<file path="src/rtl/code_sel_pkg.sv">
// Shared definitions for the code emitter: parameter defaults and FSM state type.
// Latency: n/a (definitions only).
// Backpressure: n/a (definitions only).
package code_sel_pkg;

  // Default number of selectable codes (code values 1..NUM_CODES).
  localparam int NUM_CODES_DEF = 18;
  // Default code width; must satisfy 2**CODE_W > NUM_CODES.
  localparam int CODE_W_DEF    = 6;
  // Width of the transferred-codes counter.
  localparam int CNT_W         = 5;

  typedef enum logic [1:0] {
    ST_IDLE = 2'd0,
    ST_EMIT = 2'd1,
    ST_DONE = 2'd2
  } state_e;

endpackage : code_sel_pkg

</file>
<file path="src/rtl/code_emitter_if.sv">
// Valid/ready code stream from the emitter to its consumer.
// Latency: n/a (wires only).
// Backpressure: consumer holds data_rdy_i low to stall; source keeps data_o stable.
//
// Signals:
//   data_o      emitted code value, 0 when not valid
//   data_val_o  data_o valid
//   data_rdy_i  consumer accepts; transfer when valid and ready are both high
interface code_emitter_if #(
  parameter int CODE_W = code_sel_pkg::CODE_W_DEF
);
  logic [CODE_W-1:0] data_o;
  logic              data_val_o;
  logic              data_rdy_i;

  modport master (output data_o, output data_val_o, input data_rdy_i);
  modport slave  (input data_o, input data_val_o, output data_rdy_i);
endinterface : code_emitter_if

</file>
<file path="src/rtl/lowest_set_enc.sv">
// Finds the index of the lowest set bit of a mask.
// Latency: combinational.
// Backpressure: none.
//
// Ports:
//   mask_i   input mask
//   idx_o    index of the lowest set bit (0 when mask is zero)
//   found_o  high when at least one bit is set
module lowest_set_enc #(
  parameter int W     = 18,
  parameter int IDX_W = 6
) (
  input  logic [W-1:0]     mask_i,
  output logic [IDX_W-1:0] idx_o,
  output logic             found_o
);

  // Scan from the top down so the last hit, the lowest set bit, wins.
  always_comb begin
    idx_o   = '0;
    found_o = 1'b0;
    for (int i = W - 1; i >= 0; i--) begin
      if (mask_i[i]) begin
        idx_o   = IDX_W'(i);
        found_o = 1'b1;
      end
    end
  end

endmodule : lowest_set_enc

</file>
<file path="src/rtl/code_emitter.sv">
// Emits the codes selected by a latched mask, lowest code first, on a valid/ready stream.
// Latency: first code valid the cycle after start is sampled; one code per cycle when ready is held high.
// Backpressure: data_rdy_i low holds the current code stable; nothing is dropped.
//
// Ports:
//   clk_i, rst_i   clock and synchronous active-high reset
//   mask_i         request mask, bit k requests code k+1 (latched on accepted start)
//   start_i        start pulse, only honoured in IDLE
//   emit_if        code stream (data_o / data_val_o / data_rdy_i)
//   busy_o         high outside IDLE
//   done_o         one-cycle pulse at the end of a sequence
//   sent_cnt_o     codes transferred in the current or last sequence
module code_emitter
  import code_sel_pkg::*;
#(
  parameter int NUM_CODES = NUM_CODES_DEF,
  parameter int CODE_W    = CODE_W_DEF
) (
  input  logic                 clk_i,
  input  logic                 rst_i,
  input  logic [NUM_CODES-1:0] mask_i,
  input  logic                 start_i,
  code_emitter_if.master       emit_if,
  output logic                 busy_o,
  output logic                 done_o,
  output logic [CNT_W-1:0]     sent_cnt_o
);

  state_e               state_q, state_d;
  logic [NUM_CODES-1:0] pending_q, pending_d;
  logic [CNT_W-1:0]     sent_cnt_q, sent_cnt_d;

  logic [CODE_W-1:0]    low_idx;
  logic                 low_found;
  logic                 xfer;

  lowest_set_enc #(
    .W     (NUM_CODES),
    .IDX_W (CODE_W)
  ) u_enc (
    .mask_i  (pending_q),
    .idx_o   (low_idx),
    .found_o (low_found)
  );

  always_ff @(posedge clk_i) begin
    if (rst_i) begin
      state_q    <= ST_IDLE;
      pending_q  <= '0;
      sent_cnt_q <= '0;
    end else begin
      state_q    <= state_d;
      pending_q  <= pending_d;
      sent_cnt_q <= sent_cnt_d;
    end
  end

  always_comb begin
    state_d            = state_q;
    pending_d          = pending_q;
    sent_cnt_d         = sent_cnt_q;
    emit_if.data_o     = '0;
    emit_if.data_val_o = 1'b0;
    done_o             = 1'b0;
    xfer               = 1'b0;

    unique case (state_q)
      ST_IDLE: begin
        if (start_i) begin
          pending_d  = mask_i;
          sent_cnt_d = '0;
          state_d    = (|mask_i) ? ST_EMIT : ST_DONE;
        end
      end

      ST_EMIT: begin
        emit_if.data_val_o = 1'b1;
        emit_if.data_o     = low_idx + CODE_W'(1);
        // low_found is always set in EMIT; the guard keeps an empty mask from counting.
        xfer = emit_if.data_rdy_i & low_found;
        if (xfer) begin
          pending_d  = pending_q & ~(NUM_CODES'(1) << low_idx);
          sent_cnt_d = sent_cnt_q + CNT_W'(1);
          if (pending_d == '0) begin
            state_d = ST_DONE;
          end
        end
      end

      ST_DONE: begin
        done_o  = 1'b1;
        state_d = ST_IDLE;
      end

      default: begin
        state_d = ST_IDLE;
      end
    endcase
  end

  assign busy_o     = (state_q != ST_IDLE);
  assign sent_cnt_o = sent_cnt_q;

endmodule : code_emitter
</file>
<file path="src/flat_wrapper.sv">
// flat-port wrapper written by rule: the top's interface ports become plain ports
module code_emitter_flat import code_sel_pkg::*;
#(
  parameter int NUM_CODES = NUM_CODES_DEF,
  parameter int CODE_W    = CODE_W_DEF
)
  (clk_i, rst_i, mask_i, start_i, busy_o, done_o, sent_cnt_o, emit_if_data_o, emit_if_data_val_o, emit_if_data_rdy_i);
  code_emitter_if #(.CODE_W(CODE_W)) emit_if_i ();
  input  logic clk_i;
  input  logic rst_i;
  input  logic [NUM_CODES-1:0] mask_i;
  input  logic start_i;
  output logic busy_o;
  output logic done_o;
  output logic [CNT_W-1:0] sent_cnt_o;
  output wire logic [$bits(emit_if_i.data_o)-1:0] emit_if_data_o;
  output wire logic [$bits(emit_if_i.data_val_o)-1:0] emit_if_data_val_o;
  input wire logic [$bits(emit_if_i.data_rdy_i)-1:0] emit_if_data_rdy_i;
  assign emit_if_data_o = emit_if_i.data_o;
  assign emit_if_data_val_o = emit_if_i.data_val_o;
  assign emit_if_i.data_rdy_i = emit_if_data_rdy_i;
  code_emitter #(.NUM_CODES(NUM_CODES), .CODE_W(CODE_W)) u_core (.clk_i(clk_i), .rst_i(rst_i), .mask_i(mask_i), .start_i(start_i), .emit_if(emit_if_i), .busy_o(busy_o), .done_o(done_o), .sent_cnt_o(sent_cnt_o));
endmodule
</file>
<file path="config.mk">
export PLATFORM = sky130hd
export DESIGN_NAME = code_emitter_flat
export DESIGN_NICKNAME = d
export VERILOG_FILES = /design/src/rtl/code_sel_pkg.sv /design/src/rtl/code_emitter_if.sv /design/src/rtl/lowest_set_enc.sv /design/src/rtl/code_emitter.sv /design/src/flat_wrapper.sv
export SDC_FILE = /design/constraint.sdc
export NUM_CORES = 1
export LEC_CHECK = 0
export BUFFER_PORTS_ARGS = -buffer_cell sky130_fd_sc_hd__buf_2
export CAP_MARGIN = 40
export CORE_MARGIN = 2
export CORE_UTILIZATION = 35
export CTS_CLUSTER_DIAMETER = 40
export DETAILED_ROUTE_END_ITERATION = 8
export GPL_TIMING_DRIVEN = 0
export PLACE_DENSITY = 0.65
export SKIP_LAST_GASP = 1
export SYNTH_ARGS = -nofsm -noshare
export SYNTH_HDL_FRONTEND = slang
export SYNTH_SLANG_ARGS = --single-unit
</file>
<file path="constraint.sdc">
create_clock -name clk_i -period 4.39 [get_ports clk_i]
set_input_delay 0.2195 -clock clk_i [delete_from_list [all_inputs] [get_ports clk_i]]
set_output_delay 0.2195 -clock clk_i [all_outputs]
set_load 0.03 [all_outputs]
</file>
# Yosys cells after proc, flatten, opt, wreduce, memory -nomap -nowiden
# Cells that the tools add are included.
[classes]
addsub = 2
eq_ne = 5
n_shift = 1
muxes = 50
bitwise_logic = 3
reduce_logical = 7
[ops]
columns = ["operator", "count"]
rows = [
  ["$mux 6", 18],
  ["$mux 18", 2],
  ["$pmux 18 s2", 1],
  ["$mux 1", 20],
  ["$and 18x18->18", 1],
  ["$logic_not 18->1", 1],
  ["$not 18->18", 1],
  ["$reduce_or 18->1", 1],
  ["$shl 1x6->18 const A", 1],
  ["$mux 5", 3],
  ["$pmux 5 s2", 1],
  ["$mux 2", 4],
  ["$add 6x1->6 const B", 1],
  ["$reduce_and 3->1", 2],
  ["$add 5x1->5 const B", 1],
  ["$ne 2x1->1 const B", 2],
  ["$pmux 2 s2", 1],
  ["$reduce_bool 2->1", 2],
  ["$eq 2x1->1 const B", 1],
  ["$eq 2x2->1 const B", 1],
  ["$logic_not 2->1", 1],
  ["$ne 2x2->1 const B", 1],
  ["$and 1x1->1", 1],
]
[totals]
register_bits = 25
inputBits = 22
output_inout_bits = 14
wordCells = 71

# Depth between registers and ports, before layout
[logic_depth]
depth_word = 25
mapped_depth = 12

# Cells and area by module
# Synthesis repeated with hierarchy kept, for this count alone.
[hier_totals]
cells_unflattened = 244
hier_area_um2 = 1833.0
[modules_own_cells]
columns = ["mod", "instances", "cells_each", "area_per_inst_um2"]
rows = [
  ["code_emitter", 1, 208, 1586.5],
  ["lowest_set_enc", 1, 36, 246.5],
]

# Worst setup path after synthesis
# No wires, ideal clock.
[synth_timing]
path_kind = "reg2reg"
start = "register u_core.pending_q[4]"
end = "register u_core.state_q[0]"
arrival_time_ns = 2.502
setup_slack_ns = 1.774
stages_incl_launch_ff = 13
n_path_buf = 1
period_less_slack_ns = 2.616
path_cell_list = "dfxtp_1 -> buf_4 -> or2_0 -> a2111o_1 -> a31oi_2 -> o221a_2 -> ha_1 -> a2bb2oi_1 -> o2111ai_1 -> a21o_1 -> a211oi_2 -> nand4_1 -> o21a_1"
[synth_between]
elab_chain_cells = 11
[synth_rtl]
columns = ["element", "line_no", "rtl"]
rows = [
  ["start, declared", "code_emitter.sv:30", "logic [NUM_CODES-1:0] pending_q, pending_d;"],
  ["start signal, assigned", "code_emitter.sv:53", "pending_q <= pending_d;"],
  ["$mux 6 (5 in a row)", "lowest_set_enc.sv:23", "if (mask_i[i]) begin"],
  ["$shl 1x6->18", "code_emitter.sv:82", "pending_d = pending_q & ~(NUM_CODES'(1) << low_idx);"],
  ["$not 18->18", "code_emitter.sv:82", ""],
  ["$and 18x18->18", "code_emitter.sv:82", ""],
  ["$logic_not 18->1", "code_emitter.sv:84", "if (pending_d == '0) begin"],
  ["$ne 2x1->1 (no source line)", "--", ""],
  ["$reduce_and 3->1 (no source line) *", "--", ""],
  ["end signal, assigned", "code_emitter.sv:52", "state_q <= state_d;"],
  ["end, declared", "code_emitter.sv:29", "state_e state_q, state_d;"],
]
# Mark *: on every way between the ends. The rest lies on a longest branch, timed or not.
# A chain may end at the register's enable or synchronous reset.

# Worst setup path in the final report
[layout_timing]
start = "register u_core.pending_q[10]"
end = "register u_core.state_q[0]"
[layout_between]
elab_chain_cells = 17
[layout_rtl]
columns = ["element", "line_no"]
rows = [
  ["$mux 6 (11 in a row)", "lowest_set_enc.sv:23"],
  ["$shl 1x6->18", "code_emitter.sv:82"],
  ["$not 18->18", "code_emitter.sv:82"],
  ["$and 18x18->18", "code_emitter.sv:82"],
  ["$logic_not 18->1", "code_emitter.sv:84"],
  ["$ne 2x1->1 (no source line)", "--"],
  ["$reduce_and 3->1 (no source line) *", "--"],
]
# Marks and branches as above.

==> metrics.txt <==
worst skew pair latency 0.27 ns; xor and xnor area share after synthesis 0.004743; Setup crit end kind flop; post-synthesis simple-gate area fraction 0.3001; PostCTS Resize Cnt 0; Startpoint Class flop; headroom to the max-slew limit 0.6195; Post-synth EDFFs 0; final worst slack around 1.3 ns; Worst VDD drop roughly 0.22 mV; Post-synth top flop dfxtp_1; hold_buf cts 0; largest family of logic cells by synthesized area compound AO/OA/AOI/OAI gates; Final Wtd Congestion 0.9285; Max FO, Critical Path 7; # rows 26; largest net degree at the start of global routing 14; average wire per standard cell around 16 um; Num CTS Buffers 3; die area ~5900 um2; HP Class input pin to flop; Setup TNS Final 0 ns; Clock Sinks 25; share of cells above drive strength 1 0.2103; Static Leak about 0.00086 uW; die height approximately 77 um; Yosys Warn Count 0; GRT Overall Usage 0.1913; clock root buffer clkbuf_8; count of cell types in the netlist 56; crit path DAT ~3.3 ns; post-synthesis mux area share 0.005420; Final nets around 320; Avg Cell Area, Syn between 7 and 8 um2; crit path time final roughly 3.1 ns; final worst path period share 0.7131; first-pass GRT wire length 9039 um; Final HPWL DP between 4000 and 5000 um; CORE AREA between 5000 and 6000 um2; final hold vios 0; worst slew pin tran around 0.57 ns; Synth Area in Compound Gates 0.3360; Worst EP required about 4.6 ns; Starting Density 0.3616; initial antenna violation count 0; Pwr Density around 590 nW/um2; FFs w/ async S/R, synth 0; Final ANT Viol Nets 0; Port Buffers 33; Syn-to-layout area delta 16.12%; Setup violations, final 0; pre-CTS WS around 1.4 ns; post-synthesis cell count about 250; iteration-0 DRC count of the detailed router roughly 220; post-synthesis adder-cell area fraction 0.02033; Peak Freq about 320 MHz; number of global-route vias before repair around 1,900; Post-Syn Area roughly 1800 um2; RSZ-0062 raised after global routing false; vias per std cell approximately 5.7; post-CTS setup buffer count 0; I/O pin cnt 36; H-tree depth 1; maximum buffer depth of the clock tree 2; clock transition at the registers of the reported paths about 0.090 ns; Post-Route Skew approximately 0.010 ns; Vias approximately 2,000; WS Path Type flop to flop; Filler cells between 500 and 600; Post-Syn Nets roughly 280; die span in x between 70 and 80 um; Ant. Diodes 0; final wirelength ~5700 um; DRC violations left 0; status completed; CTS tree done; 1st-pass router iterations 7; Yosys reg bits 25; Max-Cap Viols 0; register area share after synthesis 0.2710; max-slew violation count 0; total gr overflow 0
## worst paths after layout
| path | cells past startpoint | to | slack [ns] | startpoint |
|---|---|---|---|---|
| setup / recovery | 11 | u_core.state_q[0] | 1.26 | u_core.pending_q[10] |
| hold / removal | 3 | u_core.pending_q[12] | 0.19 | mask_i[12] |
| setup reg to reg | 11 | u_core.state_q[0] | 1.26 | u_core.pending_q[10] |
| hold reg to reg | 2 | u_core.sent_cnt_o[4] | 0.49 | u_core.sent_cnt_o[4] |
## per-layer routing
metal | wire length, um | track usage | vias up | part of all wire
li1 | - | - | 998 | -
met1 | 2551 | 0.2529 | 942 | 0.45
met2 | 2521 | 0.3124 | 91 | 0.44
met3 | 427 | 0.02488 | 20 | 0.075
met4 | 178 | 0.08182 | 0 | 0.031
met5 | 0 | 0 | - | 0
## state kept, by name (all words and copies together) (netlist names)
| signal | cells |
|---|---|
| u_core.pending_q | 18 |
| u_core.sent_cnt_o | 5 |
| u_core.state_q | 2 |
## placed cells by master, fill, tap and decap left out, types with 4 or more instances in the layout
master	count
and2_1	4
nor4_1	7
nor3_1	6
a21oi_1	33
a22oi_1	4
nor2b_1	6
nor2_1	26
dfxtp_1	25
nand3_1	5
a31oi_1	4
or2_2	4
o21ai_0	5
inv_1	11
clkbuf_1	8
nand2_1	30
buf_2	35
o21ai_1	15
## synthesized netlist by cell type (3+ instances only)
cell type	instances	area, um2
a21oi_1	33	165.2
nand2_1	30	112.6
nor2_1	26	97.59
dfxtp_1	25	500.5
o21ai_1	15	75.07
inv_1	11	41.29
clkbuf_1	7	26.28
nor4_1	7	43.79
nor2b_1	6	37.54
nor3_1	6	30.03
nand3_1	5	25.02
o21ai_0	5	25.02
a22oi_1	4	30.03
a31oi_1	4	25.02
and2_1	4	25.02
or2_2	4	25.02
a2bb2oi_1	3	26.28
buf_4	3	22.52
ha_1	3	37.54
o21a_1	3	22.52
## critical path, cell delays in order, from the launching register on
cell       delay, ns
dfxtp_1         0.52
nor2_1          0.09
o311a_1         0.35
a211oi_2        0.35
o221a_2         0.31
ha_1            0.32
a2bb2oi_1       0.18
o2111ai_1       0.16
a21o_1          0.19
a211oi_2        0.18
nand4_1         0.16
o21a_1          0.21
## power breakdown
group          leakage, uW  total (uW)  internal [uW]  switching (uW)
Clock            0.0000228         138           65.0            73.3
Sequential        0.000205         332            266            66.1
Combinational     0.000633         798            292             506
Total             0.000861        1270            624             646
## stage by stage
step	hold WS (ns)	cell area, um2	util	total power, uW	std cells
floorplan	0.3555	1847	-	917.9	253
global placement	0.4737	2100	0.4111	1123	356
detailed placement	0.4775	2100	0.4111	1117	356
CTS	0.1967	2145	0.4199	1256	360
global route	0.1909	2145	0.4199	1367	360
finish	0.1933	2145	0.4199	1269	360
## area by class of cell
class | count | area, um2 | area share
Buffer | 13 | 70.07 | 0.03267
Clock buffer | 4 | 45.04 | 0.02100
Inverter | 11 | 41.29 | 0.01925
Multi-Input combinational cell | 204 | 1235 | 0.5758
Sequential cell | 25 | 500.5 | 0.2334
Tap cell | 70 | 87.58 | 0.04084
Timing Repair Buffer | 33 | 165.2 | 0.07701
## cells by family after synthesis
family	Yosys count
buffers and inverters	24
other	1
AND/OR/NAND/NOR	105
adder cells (fa/ha/maj)	3
AO/OA/AOI/OAI	93
XOR/XNOR	1
multiplexers	1
flip-flops	25
Power figures use the tool's default switching activity.
